**config.mk**
```make
export PLATFORM = sky130hd
export DESIGN_NAME = hy_cap
export DESIGN_NICKNAME = d
export VERILOG_FILES = /design/src/rtl/hy_cap.sv
export SDC_FILE = /design/constraint.sdc
export NUM_CORES = 1
export LEC_CHECK = 0
export CAP_MARGIN = 30
export CORE_MARGIN = 10
export CORE_UTILIZATION = 30
export DETAILED_ROUTE_END_ITERATION = 8
export GPL_TIMING_DRIVEN = 1
export MAX_ROUTING_LAYER = met4
export PLACE_DENSITY_LB_ADDON = 0.05
export SLEW_MARGIN = 20
export SYNTH_ARGS = -nofsm -noshare
export SYNTH_HDL_FRONTEND = slang
export SYNTH_SLANG_ARGS = --single-unit
export TNS_END_PERCENT = 30
```
**constraint.sdc**
```tcl
create_clock -name clk -period 6.7 [get_ports clk]
set_clock_uncertainty 0.2 [all_clocks]
set_input_delay 2.01 -clock clk [delete_from_list [all_inputs] [get_ports clk]]
set_output_delay 2.01 -clock clk [all_outputs]
set_load 0.1 [all_outputs]
```
**src/rtl/hy_cap.sv**
```systemverilog
// ============================================================================
// hy_cap -- input-capture timer
// ----------------------------------------------------------------------------
// Measures the number of clock cycles between successive rising edges of an
// event line (typically a hyCnt periodic-interrupt output). Each interval is
// latched into cap_out, and a level interrupt is raised until it is
// acknowledged. Captures that land while an interrupt is still pending set a
// sticky overrun flag and can be counted. A free-running interval counter that
// saturates without an edge reports a timeout.
//
// Build option:
//   HY_CAP_OVR_CNT_EN  defined   -> ovr_cnt is a saturating overrun counter.
//                      undefined -> ovr_cnt is tied to 0 and no counter
//                                   register is built. ovr is unaffected.
//
// Parameters:
//   C_WIDTH    width of the interval counter and the capture register
//   OVR_WIDTH  width of the overrun counter
//
// Ports:
//   clk      in   system clock, all logic on the rising edge
//   rst_n    in   asynchronous active-low reset
//   en       in   capture enable; low returns the FSM to IDLE
//   evt_in   in   event line, synchronous to clk
//   ack      in   single-cycle acknowledge; clears pending/overrun
//   cap_out  out  last captured interval, in cycles
//   intr     out  capture pending (level). This is the "int" interrupt
//                 output; "int" is a reserved word in SystemVerilog.
//   ovr      out  sticky: a capture overwrote a pending one
//   ovr_cnt  out  number of overwritten captures (build-option dependent)
//   tmo      out  interval counter has saturated
//
// Every output comes straight from a flop; there is no combinational path
// from any input to any output.
// ============================================================================
module hy_cap #(
    parameter int C_WIDTH   = 32,
    parameter int OVR_WIDTH = 8
) (
    input  logic                 clk,
    input  logic                 rst_n,
    input  logic                 en,
    input  logic                 evt_in,
    input  logic                 ack,
    output logic [C_WIDTH-1:0]   cap_out,
    output logic                 intr,
    output logic                 ovr,
    output logic [OVR_WIDTH-1:0] ovr_cnt,
    output logic                 tmo
);

    typedef enum logic [1:0] {
        IDLE = 2'd0,
        ARM  = 2'd1,
        RUN  = 2'd2
    } state_t;

    localparam logic [C_WIDTH-1:0] CNT_MAX = '1;

    state_t             state;
    state_t             state_nxt;
    logic               evt_d;
    logic               rise;
    logic [C_WIDTH-1:0] cnt;

    // Per-cycle control strobes decoded from the FSM.
    logic cnt_clear;   // force the counter (and timeout) back to zero
    logic cnt_start;   // load 1: this edge starts a new interval
    logic cnt_step;    // advance the counter by one, saturating
    logic cap_evt;     // latch the finished interval into cap_out

    // ------------------------------------------------------------------------
    // Edge detector
    // ------------------------------------------------------------------------
    // evt_d resets high so that a line already high when reset is released
    // does not look like a fresh rising edge.
    // NOTE: every clocked register uses non-blocking assignments so that all
    // flops sample the values from before the edge, independent of the order
    // in which the always_ff blocks are evaluated.
    always_ff @(posedge clk or negedge rst_n) begin
        if (!rst_n) begin
            evt_d <= 1'b1;
        end else begin
            evt_d <= evt_in;
        end
    end

    assign rise = evt_in & ~evt_d;

    // ------------------------------------------------------------------------
    // FSM: state register
    // ------------------------------------------------------------------------
    always_ff @(posedge clk or negedge rst_n) begin
        if (!rst_n) begin
            state <= IDLE;
        end else begin
            state <= state_nxt;
        end
    end

    // ------------------------------------------------------------------------
    // FSM: next-state logic
    // ------------------------------------------------------------------------
    // An edge arriving in the same cycle that en rises is seen in IDLE and is
    // therefore dropped; only ARM reacts to the first edge.
    // NOTE: each signal driven from always_comb receives a default value
    // first, so no path through the block leaves it unassigned and no latch
    // is inferred.
    always_comb begin
        state_nxt = state;
        if (!en) begin
            state_nxt = IDLE;
        end else begin
            unique case (state)
                IDLE:    state_nxt = ARM;
                ARM:     if (rise) state_nxt = RUN;
                RUN:     state_nxt = RUN;
                default: state_nxt = IDLE;
            endcase
        end
    end

    // ------------------------------------------------------------------------
    // FSM: output (control strobe) decode
    // ------------------------------------------------------------------------
    // en low overrides everything in the same cycle: the counter and timeout
    // are cleared and no capture is taken, even if an edge is present.
    always_comb begin
        cnt_clear = 1'b0;
        cnt_start = 1'b0;
        cnt_step  = 1'b0;
        cap_evt   = 1'b0;
        if (!en) begin
            cnt_clear = 1'b1;
        end else begin
            unique case (state)
                IDLE: begin
                    cnt_clear = 1'b1;
                end
                ARM: begin
                    // First edge only opens the measurement window.
                    cnt_start = rise;
                end
                RUN: begin
                    if (rise) begin
                        cap_evt   = 1'b1;
                        cnt_start = 1'b1;
                    end else begin
                        cnt_step  = 1'b1;
                    end
                end
                default: begin
                    cnt_clear = 1'b1;
                end
            endcase
        end
    end

    // ------------------------------------------------------------------------
    // Interval counter and timeout flag
    // ------------------------------------------------------------------------
    // The counter is loaded with 1 on the starting edge, so at the next edge
    // it holds exactly the number of cycles between the two edges.
    always_ff @(posedge clk or negedge rst_n) begin
        if (!rst_n) begin
            cnt <= '0;
        end else if (cnt_clear) begin
            cnt <= '0;
        end else if (cnt_start) begin
            cnt <= {{(C_WIDTH-1){1'b0}}, 1'b1};
        end else if (cnt_step && (cnt != CNT_MAX)) begin
            cnt <= cnt + 1'b1;
        end
    end

    // tmo rises one cycle after cnt first shows all-ones: it is set while
    // stepping from an already-saturated count.
    always_ff @(posedge clk or negedge rst_n) begin
        if (!rst_n) begin
            tmo <= 1'b0;
        end else if (cnt_clear || cap_evt) begin
            tmo <= 1'b0;
        end else if (cnt_step && (cnt == CNT_MAX)) begin
            tmo <= 1'b1;
        end
    end

    // ------------------------------------------------------------------------
    // Capture register, pending interrupt and sticky overrun
    // ------------------------------------------------------------------------
    // A capture beats a coincident ack: the new interval stays pending, but
    // the ack still clears the overrun status and the collision is not
    // counted as an overrun. ack is honoured whether or not en is high.
    always_ff @(posedge clk or negedge rst_n) begin
        if (!rst_n) begin
            cap_out <= '0;
            intr    <= 1'b0;
            ovr     <= 1'b0;
        end else if (cap_evt) begin
            cap_out <= cnt;
            intr    <= 1'b1;
            if (ack) begin
                ovr <= 1'b0;
            end else if (intr) begin
                ovr <= 1'b1;
            end
        end else if (ack) begin
            intr <= 1'b0;
            ovr  <= 1'b0;
        end
    end

`ifdef HY_CAP_OVR_CNT_EN
    // ------------------------------------------------------------------------
    // Overrun counter (saturating)
    // ------------------------------------------------------------------------
    localparam logic [OVR_WIDTH-1:0] OVR_MAX = '1;

    logic [OVR_WIDTH-1:0] ovr_cnt_q;

    always_ff @(posedge clk or negedge rst_n) begin
        if (!rst_n) begin
            ovr_cnt_q <= '0;
        end else if (ack) begin
            ovr_cnt_q <= '0;
        end else if (cap_evt && intr && (ovr_cnt_q != OVR_MAX)) begin
            ovr_cnt_q <= ovr_cnt_q + 1'b1;
        end
    end

    assign ovr_cnt = ovr_cnt_q;
`else
    assign ovr_cnt = '0;
`endif

endmodule

```
==> metrics.csv <==
stage;metric;value;unit
run_status;status;completed;
logic_synthesis;ys_seq_area_share;52.1;%
timing;setup_viol_count_final;0;
route;vias;2482;
timing;setup_tns;0;ns
pwr;netSwitchingPower;0.000286;W
logic_synthesis;yosysWarnings;0;
pwr;power_density;245;nW/um^2
route;wl_per_cell;15.8;microns
clocking;cts_root_buf;clkbuf_16;
timing;clock.fmax;0.235;GHz
logic_synthesis;synth_area_leaders;dfrtp_1, mux2_2, a21oi_1;
logic_synthesis;synth_edf_count;0;
worst_setup_path;r2r-end;cnt[29]$_DFFE_PN0P_;
route;vias_per_cell;5.08;
floorplanning;coreArea;10900;sq um
pwr;cellLeakagePower;1.79;nW
pwr;power.total;0.00102;W
worst_setup_path;cp.arrival;4.27;ns
finish;seq_area;1750;sq um
placed_design;place_area;3860;sq um
clocking;postCtsSetupBuffers;0;
global_route;antenna_found_initial;0;
clocking;clk_path_buf_depth;2;
pwr;combPwrFrac;14.5;%
global_route;grt_usage;10.4;%
worst_setup_path;cp_max_fo;18;
logic_synthesis;synth.most_common_cell;dfrtp_1;
route;dr.pass1.iters;4;
route;top_layer;met4;
timing;period_share;63.5;%
finish;diodes;0;
global_route;grt_pass1_vias;2528;
min_path;hold_path_class;reg2reg;
logic_synthesis;syn-cell-area;3370;sq um
finish;area_growth_syn_to_layout;24.3;%
min_path;holdPathEnd;cap_out[7]$_DFFE_PN0P_;
finish;drive_gt1_share;18.9;%
clocking;cts_made_buffers;9;
floorplanning;initial_core_util;30.8;%
pwr;p_clk_share;42.7;%
pwr;switching_share;28.0;%
global_route;grt_pass1_wl;13.2;mm
worst_setup_path;required;6.71;ns
route;wirelength;7.73;mm
worst_setup_path;cpPeakStageDelay;0.58;ns
global_route;grt-ovfl-total;0;
worst_setup_path;path_cells;clkdlybuf4s50_1, nor2b_1, nand3_2, buf_16, mux2_2;
worst_setup_path;r2r_slack;4.03;ns
worst_setup_path;critPathLaunchType;input pin;
route;wl_met1;3.60;mm
clocking;path_clk_slew;0.05;ns
min_path;min_from;cap_out[7]$_DFFE_PN0P_;
logic_synthesis;synth_top_area_share;51.3;%
route;ant_nets;0;
pwr;peakVddDrop;0.104;mV
floorplanning;chipHeight;126;microns
clocking;cts_tree;built;
logic_synthesis;synth.avg_cell_area;11.1;sq um
logic_synthesis;yosysTopAreaCell;dfrtp_1;
logic_synthesis;syn_inst;302;
route;drc;0;
clocking;cts_hold_buf;0;
timing;tightest_slew;0.979;ns
min_path;holdPathStages;1;
route;drtIter0Drc;192;
finish;n_fill_cell;1117;
timing;slew_headroom;34.5;%
route;wl_met2;3.60;mm
global_route;grt_max_degree;71;
timing;rsz0062_at_grt;false;
logic_synthesis;synthDistinctLibCells;44;
clocking;post_cts_resize_count;0;
floorplanning;num_rows;38;
logic_synthesis;ys_async_sr_fraction;100;%
floorplanning;die-area;15900;sq um
placed_design;gp_congestion;0.757;
logic_synthesis;synth_top_flop_cell;dfrtp_1;
worst_setup_path;slowest_stage;nor2b_1;
finish;stdcell_area;4180;sq um
clocking;worstSkewPairLatency;0.33;ns
placed_design;io_buffer_count;39;
clocking;cts-htree-levels;3;
pwr;power.share.sequential;42.9;%
worst_setup_path;cp-end-kind;flop;
floorplanning;io_pins;48;
route;wl_met3;358;microns
clocking;cts_sinks;70;
placed_design;dp_hpwl;5.20;mm
worst_setup_path;rr_worst_depth;7;
worst_setup_path;r2r-start;state[0]$_DFFE_PN0P_;
timing;period_needed;4.25;ns
finish;multi_input_comb_area;1520;sq um
run;cap_violations;0;
worst_setup_path;critPathKind;in2reg;
finish;finalNetCount;354;
logic_synthesis;ys_ff_latch;70;
worst_setup_path;path_delay_family;simple AND/OR/NAND/NOR gates;
timing;finalMaxSlewViolations;0;
timing;hold_viol;0;
logic_synthesis;synthTopCellsByCount;dfrtp_1, mux2_2, nand2_1;
worst_setup_path;path_buf_inv;2;
floorplanning;dieWidth;126;microns
pwr;p_int;0.000737;W
-- through the flow --
step           cells  utilization, %  setup slack (ns)  hold WS, ns
2_1_floorplan    309               -              2.98        0.313
3_3_place_gp     472            35.3              1.90        0.288
3_5_place_dp     472            35.3              1.85        0.294
4_1_cts          487            37.8              2.21        0.303
5_1_grt          489            38.3              2.23        0.315
6_report         489            38.3              2.45        0.299
-- worst reg2reg max path, stage by stage (launching register included) --
cell and delay (ns):
dfrtp_1 0.39, inv_1 0.09, ha_1 0.24, nand2_1 0.17
nor3_2 0.40, o2111ai_2 0.42, or4_1 0.51, a21oi_1 0.15
-- registers in the layout (all words and copies together), names as in the netlist --
signal,count
cap_out,32
cnt,32
evt_d,1
intr,1
ovr,1
state,2
tmo,1
-- cells in the final DEF (no fill, tap or decap), types with 5 or more instances in the layout --
master           instances
clkdlybuf4s50_1         38
or4_1                    6
nand3_1                 12
clkbuf_16                9
o21ai_0                 14
or3_1                   16
nor2_1                  19
xor2_1                   5
nand2_1                 24
mux2_2                  32
nand4_1                  7
conb_1                   8
a21oi_1                 23
dfrtp_1                 69
-- layer usage --
layer | track usage, % | vias to the layer above
met1 | 12.5 | 1244
met4 | 5.63 | 0
met3 | 2.81 | 13
li1 | - | 1183
met2 | 15.7 | 42
met5 | - | -
-- logic make-up (layout without fill, tap and decap cells) --
logic type | count (synthesis) | count (layout) | synth area share (%)
buffers and inverters | 21 | 61 | 3.72
DFF | 70 | 70 | 52.1
and+or+nand+nor | 107 | 107 | 18.5
AOI/OAI and AO/OA | 58 | 58 | 11.0
adders and majority gates | 4 | 4 | 1.49
other | 1 | 8 | 0.111
xor gates and xnor gates | 7 | 7 | 1.82
muxes | 34 | 34 | 11.3
-- worst max path at each step --
stage            from                 endpoint  cells past startpoint
6_report       evt_in  cap_out[15]$_DFFE_PN0P_                      5
5_1_grt        evt_in  cap_out[15]$_DFFE_PN0P_                      5
4_1_cts        evt_in  cap_out[15]$_DFFE_PN0P_                      4
3_5_place_dp   evt_in  cap_out[15]$_DFFE_PN0P_                      4
3_3_place_gp   evt_in   cap_out[5]$_DFFE_PN0P_                      4
2_1_floorplan  evt_in      cnt[21]$_DFFE_PN0P_                      7
-- power by group through the flow --
stage	sequential, W	combinational (W)	clock, W
6_report	0.000439	0.000148	0.000437
5_1_grt	0.000440	0.000164	0.000471
4_1_cts	0.000439	0.000147	0.000455
3_5_place_dp	0.000446	0.000147	0
3_3_place_gp	0.000446	0.000145	0
2_1_floorplan	0.000458	0.0000936	0
-- cell type report --
type	count	area share, %
flip-flops and latches	70	41.9
multi-input cells	218	36.3
repair buffers	43	10.9
clock buffers	14	6.31
well taps	140	4.19
inverters	3	0.269
clock inverters	1	0.120
Note: power is estimated with default switching activity, not from simulation.
